===== config.mk =====
export PLATFORM = sky130hd
export DESIGN_NAME = div_unit
export DESIGN_NICKNAME = d
export VERILOG_FILES = /design/src/rtl/div_unit.sv
export SDC_FILE = /design/constraint.sdc
export NUM_CORES = 1
export LEC_CHECK = 0
export ABC_AREA = 1
export CORE_MARGIN = 3
export CORE_UTILIZATION = 60
export DETAILED_ROUTE_END_ITERATION = 16
export GPL_TIMING_DRIVEN = 0
export PLACE_DENSITY = 0.91
export SYNTH_ARGS = -nofsm -noshare
export SYNTH_HDL_FRONTEND = slang
export SYNTH_SLANG_ARGS = --single-unit

===== constraint.sdc =====
create_clock -name clk -period 3.51 [get_ports clk]
set_input_delay 0.702 -clock clk [delete_from_list [all_inputs] [get_ports clk]]
set_output_delay 0.702 -clock clk [all_outputs]
set_load 0.01 [all_outputs]

===== src/rtl/div_unit.sv =====
// Sequential radix-2 restoring divider, signed/unsigned, one quotient bit per clock.
// Result bus is {remainder, quotient}, matching the multiplier's HI/LO result path.
module div_unit #(
    parameter int unsigned WIDTH = 32
) (
    input  logic                 clk,
    input  logic                 resetn,
    input  logic                 div_sign,
    input  logic                 div_start_i,
    input  logic                 div_annul_i,
    input  logic [WIDTH-1:0]     div_op1,
    input  logic [WIDTH-1:0]     div_op2,
    output logic [2*WIDTH-1:0]   result,
    output logic                 ready_o,
    output logic                 busy_o
);

    localparam int unsigned CW = $clog2(WIDTH);

    localparam logic [1:0] IDLE = 2'd0;
    localparam logic [1:0] CALC = 2'd1;
    localparam logic [1:0] DONE = 2'd2;

    logic [1:0]       state;
    logic [1:0]       state_next;
    logic [CW-1:0]    cnt;
    logic [WIDTH-1:0] rem;
    logic [WIDTH-1:0] quot;
    logic [WIDTH-1:0] divisor;
    logic [WIDTH-1:0] raw_op1;
    logic             qsign;
    logic             rsign;
    logic             divzero;

    logic [WIDTH-1:0] op1_mag_c;
    logic [WIDTH-1:0] op2_mag_c;
    logic [WIDTH:0]   trial_c;
    logic [WIDTH-1:0] rem_out_c;
    logic [WIDTH-1:0] quot_out_c;

    // Operand magnitudes, trial subtraction and sign fix-up of the final result
    always_comb begin
        op1_mag_c  = (div_sign && div_op1[WIDTH-1]) ? (~div_op1 + WIDTH'(1)) : div_op1;
        op2_mag_c  = (div_sign && div_op2[WIDTH-1]) ? (~div_op2 + WIDTH'(1)) : div_op2;
        trial_c    = {rem, quot[WIDTH-1]} - {1'b0, divisor};
        rem_out_c  = rsign ? (~rem + WIDTH'(1)) : rem;
        quot_out_c = qsign ? (~quot + WIDTH'(1)) : quot;
    end

    // Next-state logic
    always_comb begin
        state_next = state;
        case (state)
            IDLE: begin
                if (div_start_i) begin
                    state_next = (div_op2 == '0) ? DONE : CALC;
                end
            end
            CALC: begin
                if (div_annul_i) begin
                    state_next = IDLE;
                end else if (cnt == CW'(WIDTH - 1)) begin
                    state_next = DONE;
                end
            end
            DONE:    state_next = IDLE;
            default: state_next = IDLE;
        endcase
    end

    always_ff @(posedge clk or negedge resetn) begin
        if (!resetn) begin
            state <= IDLE;
        end else begin
            state <= state_next;
        end
    end

    // Datapath and registered outputs
    always_ff @(posedge clk or negedge resetn) begin
        if (!resetn) begin
            cnt     <= '0;
            rem     <= '0;
            quot    <= '0;
            divisor <= '0;
            raw_op1 <= '0;
            qsign   <= 1'b0;
            rsign   <= 1'b0;
            divzero <= 1'b0;
            result  <= '0;
            ready_o <= 1'b0;
            busy_o  <= 1'b0;
        end else begin
            ready_o <= (state == DONE) && !div_annul_i;
            busy_o  <= (state_next != IDLE);
            case (state)
                IDLE: begin
                    if (div_start_i) begin
                        divisor <= op2_mag_c;
                        quot    <= op1_mag_c;
                        raw_op1 <= div_op1;
                        qsign   <= div_sign & (div_op1[WIDTH-1] ^ div_op2[WIDTH-1]);
                        rsign   <= div_sign & div_op1[WIDTH-1];
                        divzero <= (div_op2 == '0);
                        rem     <= '0;
                        cnt     <= '0;
                    end
                end
                CALC: begin
                    if (!div_annul_i) begin
                        // A negative trial keeps the shifted remainder, which is known to fit
                        if (!trial_c[WIDTH]) begin
                            rem  <= trial_c[WIDTH-1:0];
                            quot <= {quot[WIDTH-2:0], 1'b1};
                        end else begin
                            rem  <= {rem[WIDTH-2:0], quot[WIDTH-1]};
                            quot <= {quot[WIDTH-2:0], 1'b0};
                        end
                        cnt <= cnt + CW'(1);
                    end
                end
                DONE: begin
                    if (!div_annul_i) begin
                        result <= divzero ? {raw_op1, {WIDTH{1'b1}}} : {rem_out_c, quot_out_c};
                    end
                end
                default: ;
            endcase
        end
    end

endmodule

==> impl_metrics.csv, run 1 <==
group,metric,value,unit
flow_run,maxCapViolCount,0,
die,initial_utilization,0.6166,
global_route,grt_pass1_vias,15450,
synthesis,synthCells,2242,
final_layout,antenna_cells,0,
critical_path,worst_ep_required_time,3.96,ns
clock_network,cts_tree,"built",
place,place.gp.congestion,1.008,
clock_network,cts_made_buffers,24,
global_route,grt_max_degree,129,
synthesis,ys_types,53,
power_and_ir_drop,leakagePower,8.923,nW
drt,wl_per_cell,19.11,microns
sta,hold_viol_final,0,
sta,slew_headroom,0.3539,
synthesis,seq_area_frac_synth,0.3486,
sta,skew,0.01603,ns
drt,drt-total-wl,52.35,mm
sta,period_minus_slack,2.767,ns
worst_hold_path,hp-class,"input pin to async pin",
drt,firstDrtPassIters,6,
clock_network,clk_latency,0.53,ns
synthesis,synth_area,14650,sq um
clock_network,clk_path_buf_depth,3,
clock_network,hold_buffers,0,
synthesis,synth_area_leaders,"dfrtp_1 (35%), nand2_1 (18%), inv_1 (7.6%), nand3_1 (6.6%), o21ai_0 (5.8%)",
global_route,antenna_found_initial,0,
critical_path,critPathLaunchType,"input pin",
power_and_ir_drop,pwr_density_cell,760.2,nW/um^2
clock_network,cts.repair.resized,0,
clock_network,htreeDepth,1,
sta,post-route-period-util,0.7882,
global_route,grt-ovfl-total,0,
drt,vias,16170,
place,place_hpwl,40.54,mm
drt,drtIter0Drc,2170,
die,dieHeight,162.2,microns
clock_network,cts_sinks,204,
die,core,23750,sq um
sta,drv_slew,0,
synthesis,synth_fp_nets,2350,
final_layout,final_common_cell,"nand2_1",
place,io_buffer_count,134,
power_and_ir_drop,power,13.13,mW
global_route,grt_pass1_wl,82.22,mm
drt,viasPerCell,5.903,
final_layout,area_delta_synth_final,17.95,%
die,io_pins,135,
synthesis,synth_warnings,0,
synthesis,ys_async_sr_fraction,1.000,
die,dieArea,26320,sq um
sta,worst_pin_slew,0.9692,ns
synthesis,synth_edf_count,0,
drt,drtAntennaViolNets,0,
sta,timing.fmax,361.4,MHz
outcome,status,"completed",
synthesis,synth.ff_latch_count,204,
sta,rsz0062_at_grt,"no",
synthesis,synth_top_area_share,0.3486,
final_layout,nets,2511,
place,dp.cells,2696,
critical_path,timing_worst_setup_path_type,"input pin to flip-flop",
synthesis,yosysTopAreaCell,"dfrtp_1",
synthesis,avgSynthCellArea,6.532,sq um
final_layout,drive_gt1_frac,0.04337,
power_and_ir_drop,peakVddDrop,0.5130,mV
drt,drc,0,
critical_path,r2r_start,"quot[31]",
final_layout,num-fill-cells,1931,
final_layout,fin_cells,2740,
clock_network,cts_setup_buffers,0,
sta,setup_viol,0,
final_layout,layout_common_cells,"nand2_1 (718), inv_1 (297), dfrtp_1 (204)",
clock_network,clk_pin_slew_worst_paths,0.07,ns
global_route,grt_use_total,0.3946,
clock_network,clock-root-buffer,"clkbuf_16",
critical_path,arrival,3.22,ns
synthesis,synth_ff_type,"dfrtp_1",
critical_path,cp-end-kind,"flip-flop",
critical_path,worst-path-max-fanout,10,
die,die_w,162.2,microns
critical_path,crit_start,"div_annul_i",
die,fp-row-count,56,
-- power by group --
part | internal (mW) | switching [mW]
sequential | 2.83 | 0.601
combinational | 2.28 | 4.75
clock | 1.63 | 1.05
total | 6.74 | 6.40
-- kinds of logic (layout without fill, tap and decap cells) --
logic type / Yosys count / in the layout / share of synthesized area
buf+inv: 386 / 565 / 0.1015
flops: 204 / 204 / 0.3486
xor+xnor: 78 / 78 / 0.04665
simple gates: 1202 / 1202 / 0.3415
compound gates: 333 / 333 / 0.1280
fa+ha+maj: 39 / 39 / 0.03383
-- layer usage --
| metal | up-vias | track usage | routed length [microns] | share of wire |
|---|---|---|---|---|
| met5 | - | 0 | 0 | 0 |
| met4 | 0 | 0.1501 | 2344 | 0.045 |
| met3 | 185 | 0.07524 | 5670 | 0.11 |
| met2 | 1000 | 0.6123 | 23160 | 0.44 |
| met1 | 7515 | 0.5512 | 21170 | 0.40 |
| li1 | 7473 | - | - | - |
-- final timing paths --
kind | to | slack, ns | depth (start not counted)
setup / recovery | result[45] | 0.74 | 6
hold reg to reg | raw_op1[10] | 0.49 | 2
min in group clk | raw_op1[10] | 0.49 | 2
hold / removal | rem[18] | 0.16 | 1
setup reg to reg | rem[23] | 0.82 | 16
max in group asynchronous | cnt[0] | 2.32 | 2
-- final cells by class --
type,instances,area [sq um],share of cell area
Multi-Input combinational cell,1652,8054,0.4662
Sequential cell,204,5105,0.2955
Timing Repair Buffer,135,1374,0.07953
Inverter,310,1164,0.06736
Clock buffer,33,704.4,0.04078
Tap cell,319,399.1,0.02311
Buffer,76,322.8,0.01869
Clock inverter,11,151.4,0.008764
-- metrics by stage --
step	hold slack, ns	instance area (sq um)	setup TNS, ns	worst slack [ns]	util
3_5_place_dp	0.4650	16420	0	0.3688	0.6912
3_3_place_gp	0.4595	16390	-1323.80	-6.507	0.6898
6_report	0.1622	17270	0	0.7433	0.7272
4_1_cts	0.1816	17270	0	0.8648	0.7272
2_1_floorplan	0.4064	14650	0	1.295	-
5_1_grt	0.2004	17270	0	0.5720	0.7272
-- registers in the layout (all words and copies together), names as in the netlist --
signal and cells:
busy_o 1, cnt 5, divisor 32, divzero 1, qsign 1, quot 32, raw_op1 32, ready_o 1
rem 32, result 64, rsign 1, state 2
-- synth_stat cells, types with 11 or more instances --
cell,n
nand2_1,718
inv_1,297
dfrtp_1,204
nor2_1,199
nand3_1,192
o21ai_0,169
a21oi_1,84
xor2_1,59
clkbuf_1,48
ha_1,38
nor3_1,32
nand4_1,19
o211ai_1,19
xnor2_1,19
buf_2,15
o22ai_1,13
inv_2,12
buf_1,11
-- worst max-delay path, cell delays in order --
cell	delay [ns]
clkdlybuf4s50_1	0.48
nor3_1	0.30
clkbuf_1	0.52
clkbuf_1	0.79
o211ai_1	0.29
nand2_1	0.12
Note: power is estimated with default switching activity, not from simulation.
==> inputs of run 2 (changes only) <==
CORE_UTILIZATION = 59   (was 60)
PLACE_DENSITY = 0.9   (was 0.91)
clock period = 2.7 ns   (was 3.51 ns; I/O delays follow)
==> run 2 against run 1 <==
Sequential share of layout area rose by 0.073 points. Cell area decreased by 0.25%. Routed wire length barely moved. Largest cell class unchanged. Worst hold slack worse by 0.16 ns. Clock power increased by 19%. First-iteration DRC count is 5.7% lower. Clock-buffer cell count is the same. The run now ends with negative hold slack left. Flip-flop and latch count did not move. Die area is 1.6% higher. Worst setup slack got worse by 0.56 ns.
==> impl_metrics.csv, run 2 (same netlist as run 1, synthesis figures left out) <==
group,metric,value,unit
final_layout,final_common_cell,"nand2_1",
die,io_pins,135,
drt,drc,0,
final_layout,fin_util,0.7065,
die,fp-row-count,57,
drt,viasPerCell,5.854,
worst_hold_path,hp-class,"input pin to async pin",
drt,vias,16080,
sta,worst_pin_slew,0.7430,ns
sta,drv_slew,0,
clock_network,hold_buffers,0,
die,initial_utilization,0.6004,
place,place.gp.congestion,0.9839,
global_route,antenna_found_initial,3,
power_and_ir_drop,peakVddDrop,0.7876,mV
sta,period_minus_slack,2.514,ns
sta,setup_viol,0,
sta,skew,0.03648,ns
clock_network,clk_path_buf_depth,3,
drt,firstDrtPassIters,8,
final_layout,nets,2514,
clock_network,htreeDepth,1,
final_layout,antenna_cells,0,
clock_network,clock-root-buffer,"clkbuf_16",
clock_network,clk_pin_slew_worst_paths,0.07,ns
sta,slew_headroom,0.5047,
drt,drtAntennaViolNets,0,
die,dieHeight,163.6,microns
place,place_hpwl,41.11,mm
final_layout,largest_reg_flops,64,
sta,rsz0062_at_grt,"no",
sta,post-route-period-util,0.9311,
sta,timing.fmax,397.8,MHz
critical_path,rrSetupSlack,0.19,ns
global_route,grt_max_degree,128,
power_and_ir_drop,leakagePower,8.900,nW
critical_path,worst_ep_required_time,3.13,ns
final_layout,layout_common_cells,"nand2_1 (717), inv_1 (296), dfrtp_1 (204)",
global_route,grt_use_total,0.3841,
final_layout,fin_cells,2747,
sta,hold_ws,-0.001265,ns
critical_path,reg2reg_depth,16,
clock_network,cts_tree,"built",
drt,drt-total-wl,52.32,mm
critical_path,worstSetupEndpoint,"rem[6]",
clock_network,cts_sinks,204,
critical_path,crit-reg2reg-capture,"rem[6]",
die,dieArea,26750,sq um
critical_path,arrival,2.95,ns
global_route,grt_pass1_wl,80.34,mm
clock_network,cts_made_buffers,23,
final_layout,area_delta_synth_final,17.66,%
final_layout,drive_gt1_frac,0.04416,
outcome,status,"finished with violations",
drt,drtIter0Drc,2046,
critical_path,r2r_start,"quot[31]",
clock_network,clk_latency,0.54,ns
global_route,grt_pass1_vias,15000,
power_and_ir_drop,pwr_density_cell,980.9,nW/um^2
place,io_buffer_count,134,
drt,wl_per_cell,19.05,microns
die,die_w,163.6,microns
outcome,violations,"negative hold slack",
die,core,24390,sq um
place,dp.cells,2701,
final_layout,top_register,"result",
critical_path,crit_start,"quot[31]",
critical_path,cp-end-kind,"flip-flop",
flow_run,maxCapViolCount,0,
critical_path,worst-path-max-fanout,10,
critical_path,timing_worst_setup_path_type,"flip-flop to flip-flop",
critical_path,critPathLaunchType,"flip-flop",
global_route,grt-ovfl-total,0,
sta,hold_viol_final,2,
[run 2: cell types whose count changed in the layout (fill, tap and decap cells not counted), moves of 2 or more]
cell	previous run	this run
buf_4	0	5
clkbuf_8	7	3
clkbuf_1	50	54
clkinv_4	2	0
[run 2: area by class of cell]
cell class	count	area, sq um
plain buffers	76	326.6
clock buffers	33	643.1
clock inverters	9	113.9
fillers	2127	7159
inverters	310	1164
multi-input cells	1652	8070
flip-flops and latches	204	5105
well taps	324	405.4
repair buffers	139	1404
[run 2: worst min path at each step]
stage	startpoint	endpoint	slack (ns)	cells past startpoint
2_1_floorplan	resetn	busy_o	0.24	0
3_3_place_gp	raw_op1[4]	raw_op1[4]	0.46	2
3_5_place_dp	raw_op1[4]	raw_op1[4]	0.46	2
4_1_cts	resetn	rem[19]	0.03	1
5_1_grt	resetn	rem[21]	0.04	1
6_report	resetn	rem[19]	-0.001	1
[run 2: routing by layer]
metal	global-route usage	vias to the layer above	part of all wire
li1	-	7469	-
met2	0.6021	936	0.44
met1	0.5318	7471	0.41
met4	0.1503	8	0.046
met5	0	-	0.0011
met3	0.06746	198	0.099
[run 2: what timing repair did]
action / in CTS / in global routing
setup buffers: 0 / 4
gates resized for setup: 0 / 10
setup endpoints to repair: 0 / 46
[run 2: metrics by stage]
stage / setup TNS (ns) / hold WS, ns / instance area [sq um] / setup slack (ns) / power [mW]
after floorplan: 0 / 0.2444 / 14650 / 0.4850 / 10.60
after global placement: -1478.90 / 0.4579 / 16390 / -7.227 / 13.06
after detailed placement: -11.18 / 0.4648 / 16420 / -0.4192 / 13.26
after CTS: 0 / 0.03150 / 17180 / 0.05826 / 16.50
after global routing: 0 / 0.04428 / 17230 / 0.009104 / 18.06
final: 0 / -0.001265 / 17230 / 0.1860 / 16.90
[run 2: report_power, final]
part | internal [mW] | switching, mW | total, mW
clock | 1.86 | 1.33 | 3.19
sequential | 3.67 | 0.788 | 4.46
combinational | 3.06 | 6.19 | 9.25
total | 8.59 | 8.31 | 16.9
[run 2: worst max-delay path, stage by stage (launching register included)]
cell	delay, ns
dfrtp_1	0.42
inv_2	0.09
ha_1	0.23
fa_2	0.36
inv_1	0.08
nand2_1	0.05
nand2_1	0.07
nand3_1	0.08
nand2_2	0.12
nand2_2	0.07
nand2_4	0.08
nand2_4	0.07
nand3_4	0.17
buf_2	0.25
nand3_1	0.11
nand3_1	0.11
nand2_1	0.05
==> inputs of run 3 (changes only) <==
MAX_ROUTING_LAYER = met4   (was default)
==> run 3 against run 2 <==
The run still ends with negative hold slack left. Combinational power grew 0.4%. First-iteration DRC count shrank 1.4%. Clock skew shrank 0.021 ns. Worst hold slack lost 0.0044 ns. Register-to-register slack lost 0.06 ns. Via count shrank 0.24%. Sequential power is essentially flat. Cell count shrank 0.11%. Power grew 0.34%. Die area is the same. Sequential share of layout area is essentially flat.
==> impl_metrics.csv, run 3 (same netlist as run 1, synthesis figures left out) <==
group,metric,value,unit
final_layout,final_common_cell,"nand2_1",
power_and_ir_drop,pwr_density_cell,982.9,nW/um^2
final_layout,antenna_cells,0,
drt,wl_per_cell,19.15,microns
die,fp-row-count,57,
die,die_w,163.6,microns
power_and_ir_drop,peakVddDrop,0.6667,mV
die,core,24390,sq um
sta,hold_viol_final,3,
power_and_ir_drop,share_seq_of_total_power,0.264,
place,place_hpwl,41.03,mm
power_and_ir_drop,power.clock.fraction,0.188,
final_layout,layout_common_cells,"nand2_1 (716), inv_1 (297), dfrtp_1 (204)",
drt,vias,16040,
final_layout,area_delta_synth_final,17.81,%
clock_network,clk_pin_slew_worst_paths,0.06,ns
drt,viasPerCell,5.847,
place,placed_cell_area,16420,sq um
final_layout,largest_reg_flops,64,
outcome,violations,"negative hold slack",
power_and_ir_drop,power,16.96,mW
final_layout,drive_gt1_frac,0.04421,
final_layout,nets,2513,
drt,wl_met3,5.019,mm
clock_network,clk_path_buf_depth,3,
worst_hold_path,hp-class,"input pin to async pin",
sta,setup-tns-final,0,ns
sta,layout_setup_ws,0.1078,ns
critical_path,worst_ep_required_time,3.15,ns
critical_path,cp_common_cell,"clkbuf_1",
critical_path,timing_worst_setup_path_type,"input pin to flip-flop",
critical_path,critPathLaunchType,"input pin",
global_route,grt_pass1_vias,14900,
clock_network,hold_buffers,0,
power_and_ir_drop,internal_power,8.620,mW
place,place.gp.congestion,1.003,
flow_run,maxCapViolCount,0,
sta,rsz0062_at_grt,"no",
sta,drv_slew,0,
drt,drt-total-wl,52.55,mm
place,place_ws,-0.3356,ns
sta,hold_ws,-0.005617,ns
outcome,status,"finished with violations",
sta,timing.fmax,385.8,MHz
sta,period_minus_slack,2.592,ns
global_route,grt_use_total,0.3982,
sta,skew,0.01544,ns
drt,firstDrtPassIters,6,
sta,post-route-period-util,0.9601,
final_layout,fin_util,0.7074,
die,dieHeight,163.6,microns
die,io_pins,135,
final_layout,top_register,"result",
critical_path,worst-path-max-fanout,10,
sta,setup_viol,0,
critical_path,cp-end-kind,"flip-flop",
power_and_ir_drop,p_sw_frac,0.4917,
global_route,grt_max_degree,128,
drt,drtIter0Drc,2018,
clock_network,cts_sinks,204,
power_and_ir_drop,p_switching,8.340,mW
critical_path,r2r_start,"quot[31]",
critical_path,crit_start,"div_annul_i",
power_and_ir_drop,leakagePower,8.888,nW
die,initial_utilization,0.6004,
critical_path,crit_path_cell_trace,"clkdlybuf4s50_1 > nor3_1 > clkbuf_1 > clkbuf_1 > o211ai_1 > nand2_1",
clock_network,htreeDepth,1,
global_route,grt-ovfl-total,0,
global_route,grt_pass1_wl,80.67,mm
drt,wl_met1,21.91,mm
clock_network,clk_latency,0.52,ns
critical_path,crit_path_top_delay_cell,"clkbuf_1",
drt,met2_length,23.52,mm
clock_network,cts_made_buffers,23,
sta,worst_pin_slew,0.9518,ns
drt,drc,0,
final_layout,final_cell_area,17250,sq um
drt,drtAntennaViolNets,0,
place,io_buffer_count,134,
power_and_ir_drop,combinationalPowerShare,0.548,
clock_network,clock-root-buffer,"clkbuf_16",
die,dieArea,26750,sq um
clock_network,cts_tree,"built",
drt,highest_layer,"met4",
global_route,antenna_found_initial,0,
critical_path,arrival,3.04,ns
critical_path,cp_slowest_stage_delay,0.77,ns
sta,slew_headroom,0.3655,
-- run 3: metal layers --
metal	vias up	track usage
li1	7486	-
met1	7498	0.5402
met2	901	0.6050
met3	159	0.07025
met4	0	0.1392
met5	-	-
-- run 3: area by class of cell --
class	instances	area [sq um]
fill	2124	7137
clock inverter	5	82.58
clock buffer	35	670.6
timing repair buffer	137	1389
sequential	204	5105
multi-input combinational	1653	8107
inverter	310	1164
tap	324	405.4
buffer	76	331.6
-- run 3: stage by stage --
step	instances	hold WS, ns
finish	2744	-0.005617
global route	2744	0.05401
CTS	2741	0.03418
detailed placement	2701	0.4600
global placement	2700	0.4586
floorplan	2242	0.2444
-- run 3: final timing paths --
kind	to	slack [ns]	cells after the start
worst max-delay path	result[45]	0.11	6
worst min register to register	raw_op1[4]	0.48	2
worst max register to register	rem[11]	0.13	18
worst min-delay path	rem[31]	-0.006	1
min in group clk	raw_op1[4]	0.48	2
max in group asynchronous	result[5]	1.66	2
-- run 3: power groups by stage --
stage	clock network [mW]	logic, mW	registers, mW
floorplan	0	6.44	4.16
global placement	0	8.62	4.44
detailed placement	0	8.79	4.46
CTS	3.18	8.89	4.42
global route	3.31	10.3	4.52
finish	3.19	9.29	4.47
-- run 3: repair_timing --
action                     4_1_cts  5_1_grt
gates resized for setup          0       14
setup endpoints to repair        0       35
buffers inserted                 0        2
-- run 3: critical path: cells and delay by family --
kind	cells	cell delay (ns)
buf+inv	3	1.73
simple gates	2	0.44
compound gates	1	0.32
